`config.mk`:
```
export PLATFORM = sky130hd
export DESIGN_NAME = ysyx_220053_ifu
export DESIGN_NICKNAME = d
export VERILOG_FILES = /design/src/rtl/ysyx_220053_ifu.sv
export SDC_FILE = /design/constraint.sdc
export NUM_CORES = 1
export LEC_CHECK = 0
export BUFFER_PORTS_ARGS = -buffer_cell sky130_fd_sc_hd__buf_2
export CORE_AREA = 2 2 128 130
export CTS_BUF_LIST = sky130_fd_sc_hd__clkbuf_8
export CTS_CLUSTER_DIAMETER = 80
export DETAILED_ROUTE_END_ITERATION = 12
export DIE_AREA = 0 0 130 132
export MAX_ROUTING_LAYER = met4
export PLACE_DENSITY = 0.8
export SLEW_MARGIN = 20
export SYNTH_ARGS = -nofsm -noshare
export SYNTH_HDL_FRONTEND = slang
export SYNTH_SLANG_ARGS = --single-unit
```
`constraint.sdc`:
```
create_clock -name clk -period 2.39 [get_ports clk]
set_clock_uncertainty 0.1 [all_clocks]
set_input_delay 0.3585 -clock clk [delete_from_list [all_inputs] [get_ports clk]]
set_output_delay 0.3585 -clock clk [all_outputs]
set_load 0.05 [all_outputs]
```
`src/rtl/ysyx_220053_ifu.sv`:
```
// Instruction fetch stage: holds the architectural PC, fetches one 32-bit word
// per transaction over a req/ack memory port, hands {inst, pc} downstream with
// valid/ready, and loads the next PC from dnpc on acceptance. A misaligned dnpc
// or an unacknowledged fetch lasting TIMEOUT cycles halts the stage in a sticky
// error state that only reset clears.
//
// Ports:
//   clk, rst        clock (rising edge), asynchronous active-low reset
//   halt            blocks starting a new fetch (in-flight fetch completes)
//   imem_req/addr   fetch request and address (address == pc)
//   imem_ack/rdata  fetch completion and instruction word
//   inst_valid/ready downstream handshake; inst/pc payload
//   dnpc            next PC from execute, sampled on acceptance
//   fetch_err       sticky error flag; err_cause 01 misaligned, 10 timeout
//   inst_cnt        number of accepted instructions
module ysyx_220053_ifu #(
   parameter logic [63:0] RESET_PC = 64'h0000_0000_8000_0000,
   parameter int unsigned TIMEOUT  = 255
) (
   input  logic        clk,
   input  logic        rst,
   input  logic        halt,
   output logic        imem_req,
   output logic [63:0] imem_addr,
   input  logic        imem_ack,
   input  logic [31:0] imem_rdata,
   output logic        inst_valid,
   input  logic        inst_ready,
   output logic [31:0] inst,
   output logic [63:0] pc,
   input  logic [63:0] dnpc,
   output logic        fetch_err,
   output logic [1:0]  err_cause,
   output logic [63:0] inst_cnt
);

   localparam int unsigned CNT_W  = 8;
   localparam int unsigned PC_W   = 64;
   localparam int unsigned INST_W = 32;

   localparam logic [1:0] CAUSE_NONE  = 2'b00;
   localparam logic [1:0] CAUSE_ALIGN = 2'b01;
   localparam logic [1:0] CAUSE_TMO   = 2'b10;

   typedef enum logic [1:0] {
      S_FETCH = 2'd0,
      S_WAIT  = 2'd1,
      S_VALID = 2'd2,
      S_ERR   = 2'd3
   } state_e;

   state_e              state_q, state_d;
   logic [PC_W-1:0]     pc_q, pc_d;
   logic [INST_W-1:0]   inst_q, inst_d;
   logic [CNT_W-1:0]    tmo_q, tmo_d;
   logic [PC_W-1:0]     icnt_q, icnt_d;
   logic [1:0]          cause_q, cause_d;
   logic                req_q, req_d;
   logic                valid_q, valid_d;
   logic                err_q, err_d;

   // State and datapath registers; reset abandons any outstanding request.
   always_ff @(posedge clk or negedge rst) begin
      if (!rst) begin
         state_q <= S_FETCH;
         pc_q    <= RESET_PC;
         inst_q  <= '0;
         tmo_q   <= '0;
         icnt_q  <= '0;
         cause_q <= CAUSE_NONE;
         req_q   <= 1'b0;
         valid_q <= 1'b0;
         err_q   <= 1'b0;
      end else begin
         state_q <= state_d;
         pc_q    <= pc_d;
         inst_q  <= inst_d;
         tmo_q   <= tmo_d;
         icnt_q  <= icnt_d;
         cause_q <= cause_d;
         req_q   <= req_d;
         valid_q <= valid_d;
         err_q   <= err_d;
      end
   end

   // Next-state logic; handshake outputs are registered from the next state so
   // neither depends combinationally on ack/ready.
   always_comb begin
      state_d = state_q;
      pc_d    = pc_q;
      inst_d  = inst_q;
      tmo_d   = tmo_q;
      icnt_d  = icnt_q;
      cause_d = cause_q;

      unique case (state_q)
         S_FETCH: begin
            if (!halt) state_d = S_WAIT;
         end
         S_WAIT: begin
            // An ack in the last allowed cycle wins over the timeout.
            if (imem_ack) begin
               inst_d  = imem_rdata;
               tmo_d   = '0;
               state_d = S_VALID;
            end else begin
               tmo_d = tmo_q + CNT_W'(1);
               if (tmo_d == CNT_W'(TIMEOUT)) begin
                  state_d = S_ERR;
                  cause_d = CAUSE_TMO;
               end
            end
         end
         S_VALID: begin
            if (inst_ready) begin
               icnt_d = icnt_q + PC_W'(1);
               if (dnpc[1:0] == 2'b00) begin
                  pc_d    = dnpc;
                  state_d = S_FETCH;
               end else begin
                  state_d = S_ERR;
                  cause_d = CAUSE_ALIGN;
               end
            end
         end
         S_ERR: begin
            state_d = S_ERR;
         end
         default: begin
            state_d = S_ERR;
         end
      endcase

      req_d   = (state_d == S_WAIT);
      valid_d = (state_d == S_VALID);
      err_d   = (state_d == S_ERR);
   end

   assign imem_req   = req_q;
   assign imem_addr  = pc_q;
   assign inst_valid = valid_q;
   assign inst       = inst_q;
   assign pc         = pc_q;
   assign fetch_err  = err_q;
   assign err_cause  = cause_q;
   assign inst_cnt   = icnt_q;

endmodule

```
# After elaboration in Yosys (flattened, before gate mapping)
# Index checks and enable logic that the tools add are counted.
# op_classes
add_sub_neg,2
n_eq_ne,11
mux,12
n_reduce_logical,7
# ops
operator,count
adder 64 x 1 -> 64 bit (second input constant),1
2-to-1 mux 2 bit,9
adder 8 x 1 -> 8 bit (second input constant),1
== test 2 bit (second input constant),4
== test 8 bit (second input constant),1
2-to-1 mux 8 bit,1
inequality test 2 bit (second input constant),4
one-hot mux 2 bit (4 select lines),1
AND reduction 5 bit,1
== test 2 x 1 -> 1 bit (second input constant),2
logical NOT 2 bit,2
one-hot mux 2 bit (2 select lines),1
AND reduction 2 bit,2
AND reduction 3 bit,1
nonzero test 2 bit,1
# totals
regBits,175
out_inout_bits,229
elab_cells,41

# Depth between registers and ports, before layout
# logic_depth
word_depth,6
depth_mapped,7
mapped_depth_nobuf,6

# Least setup slack after synthesis
# Ideal clock, no wire load.
# synth_path
path_type,register -> register
start,"register icnt_q[39], in the netlist inst_cnt[39]"
end,"register icnt_q[63], in the netlist inst_cnt[63]"
setup_time_ns,0.139
arrival_time_ns,2.374
t_required_ns,2.151
setup_slack_ns,-0.224
stages_incl_launch_ff,7
n_path_buf,1
cell_sequence,dfrtp_1 > and4_4 > nand3_2 > or4_4 > buf_6 > or4_4 > xnor2_2
# synth_between
elab_chain_len,1
# synth_rtl
item,line,rtl
start: declaration,56,"logic [PC_W-1:0] icnt_q, icnt_d;"
start signal: assignment,79,icnt_q <= icnt_d;
adder 64 x 1 -> 64 bit,117,icnt_d = icnt_q + PC_W'(1);
# Every way passes these cells.
# A chain may end at the register's enable or synchronous reset.

# Worst setup path after layout
# layout_path
start,"register icnt_q[2], in the netlist inst_cnt[2]"
end,"register icnt_q[60], in the netlist inst_cnt[60]"
# The elaborated chain is that of the path after synthesis.

==> metrics.cfg <==
[pwr]
p_comb_share_pct = 52.4
intPower_mw = 6.33
p_leak_nw = 5.30
pwr-share-seq_pct = 32.2
powerDensity_mw_per_mm2 = 1400
pwr-share-clk_pct = 15.4
p_sw_mw = 7.28
p_total_mw = 13.6
irDropWorstVdd_v = 0.000901
sw_frac_of_total_pct = 53.5

[critical_path]
crit_type = flip-flop to flip-flop
r2r_slack_ns = 0.25
cp-end-kind = flip-flop
crit_fanout = 13
r2r_cells = 7
required_ns = 2.65
cp.arrival_ns = 2.40
cp-start-kind = flip-flop

[route]
dr.pass1.iters = 4
post_drt_wl_per_cell_um = 16.7
drtAntennaViolNets = 0
vias = 5663
drc = 0
detail_route.vias_per_cell = 4.99
dr.first_iter.drc_count = 238
wl_um = 19000

[timing]
maxSlewViolCount = 0
hold_violations = 0
maxClockFrequency_mhz = 468
period_share_pct = 89.5
relSlewSlack_pct = 60.9
tns_ns = 0
period_minus_slack_ns = 2.14
rsz0062_at_grt = false
worstMarginPinSlew_ns = 0.582
setup_viol = 0
holdWs_ns = 0.0384

[synthesis]
ys_async_sr_fraction_pct = 100
syn_inst = 616
synth_flop_cell = dfrtp_1
syn-num-nets = 720
synth-seq-area-share_pct = 57.4
yosysTopAreaCell = dfrtp_1
synth_edf_count = 0
postSynthAreaPerCell_sq_um = 12.4
yosysWarnings = 0
syn_area_sq_mm = 0.00764
ys_ff_latch = 175
synthTopCellsByArea = dfrtp_1 (57%), mux2_2 (14%), buf_4 (6.3%), xnor2_1 (4.1%), xor2_1 (3.2%)
synth_cell_types = 40
synthDominantCellAreaShare_pct = 57.0

[die]
rows = 46
die_area_sq_mm = 0.0172
die_h_um = 132
start_util_pct = 48.6
core-area_sq_mm = 0.0157
io_pins = 330
die_w_um = 130

[final_layout]
layout_commonest_cell = buf_2
drive_gt1_share_pct = 53.6
nets = 1012
mostFrequentLayoutCells = buf_2 (328), dfrtp_1 (166), mux2_2 (94)
fin_area_sq_mm = 0.00973
fill_cells = 1291
area_delta_synth_final_pct = 27.4
antennaDiodeCount = 0

[worst_hold_path]
hold_path_depth = 2
hp-class = input pin to flip-flop

[cts]
postCtsSetupBuffers = 0
cts.sinks = 175
cts_htree_levels = 4
clk_path_buf_depth = 2
cts_buffers = 17
root_buffer = clkbuf_8
insertion_delay_ns = 0.45
cts_tree = built
clk_pin_slew_ns = 0.09

[grt]
grt_max_degree = 60
overflow = 0
grt_antenna_before_repair = 0
grt_use_total_pct = 23.0
grt_pass1_wl_um = 30000
grt_pass1_vias = 5792

[place]
dpl.hpwl_um = 14500
port_buffers = 329
globalplace.congestion = 0.872
dpl-instance-area_sq_mm = 0.00923

[outcome]
status = finished clean

[job]
drv_cap = 0

==> critical path: stages (launching register included) <==
cell and delay [ns]:
dfrtp_1 0.46, nand4_1 0.19, nor4_2 0.35, buf_4 0.17, nand4_1 0.09, buf_4 0.21
nor4_1 0.30, xor2_1 0.18
==> flip-flops by register name, indices dropped and copies added (netlist names) <==
signal and cells:
fetch_err 1, state_q 2, inst_cnt 64, inst 32
tmo_q 8, imem_req 1, inst_valid 1, imem_addr 64
err_cause 2
==> cells in the mapped netlist (all sizes together) (2+ instances only) <==
master,n
nor4,4
and4,5
ha,3
nand3,25
nor2,25
xnor2,37
and3,5
o31a,2
mux2,94
nand4,19
nor3,20
xor2,28
nand2b,5
clkbuf,18
inv,10
or4,2
nor4b,2
o21ai,13
nor2b,2
and2,6
buf,66
nand2,37
dfrtp,174
a21oi,3
==> per-layer routing <==
metal  wire (um)  track usage [%]  vias to the layer above
li1            -                -                     2617
met1        7700             27.0                     2770
met3        1260             5.40                       37
met5           0                -                        -
met2        9500             38.3                      239
met4         554             8.66                        0
==> per-stage QoR <==
stage               worst slack, ns  util [%]  cells
floorplan                   0.00497         -    616
global placement              0.246      58.8   1097
detailed placement            0.121      58.8   1097
CTS                           0.100      61.9   1136
global route                 0.0108      61.9   1136
finish                        0.252      61.9   1136
==> power by group through the flow <==
stage | registers (mW) | logic, mW | clock network [mW]
6_report | 4.38 | 7.13 | 2.10
5_1_grt | 4.49 | 7.39 | 2.25
4_1_cts | 4.38 | 7.18 | 2.15
3_5_place_dp | 4.43 | 7.15 | 0
3_3_place_gp | 4.39 | 7.09 | 0
2_1_floorplan | 7.16 | 3.26 | 0
==> final timing paths <==
path / startpoint / end
min in group asynchronous: rst / inst_cnt[29]
max in group asynchronous: rst / inst[20]
worst min register to register: inst_cnt[46] / inst_cnt[46]
worst max register to register: inst_cnt[2] / inst_cnt[60]
worst max-delay path: inst_cnt[2] / inst_cnt[60]
worst min-delay path: dnpc[27] / imem_addr[27]
==> cell families (layout without fill, tap and decap cells) <==
| group | count (synthesis) | after routing | share of synthesized area [%] |
|---|---|---|---|
| buf+inv | 94 | 398 | 7.88 |
| compound gates | 24 | 24 | 1.93 |
| flops | 175 | 175 | 57.4 |
| xor+xnor | 65 | 65 | 7.55 |
| mux | 94 | 94 | 13.9 |
| fa+ha+maj | 3 | 3 | 0.492 |
| simple gates | 161 | 161 | 10.9 |
==> timing repair <==
action                     in CTS  in global routing
hold buffers                    8                  0
gates resized for setup         0                  2
hold endpoints to repair       63                  0
setup endpoints to repair       0                  3
==> cell type report <==
class | instances | area [sq um] | area share (%)
clock buffer | 20 | 275 | 2.83
clock inverter | 11 | 133 | 1.36
inverter | 10 | 37.5 | 0.386
multi-input combinational | 347 | 2670 | 27.4
sequential | 175 | 4390 | 45.1
tap | 216 | 270 | 2.78
timing repair buffer | 357 | 1960 | 20.1
Power figures use the tool's default switching activity.
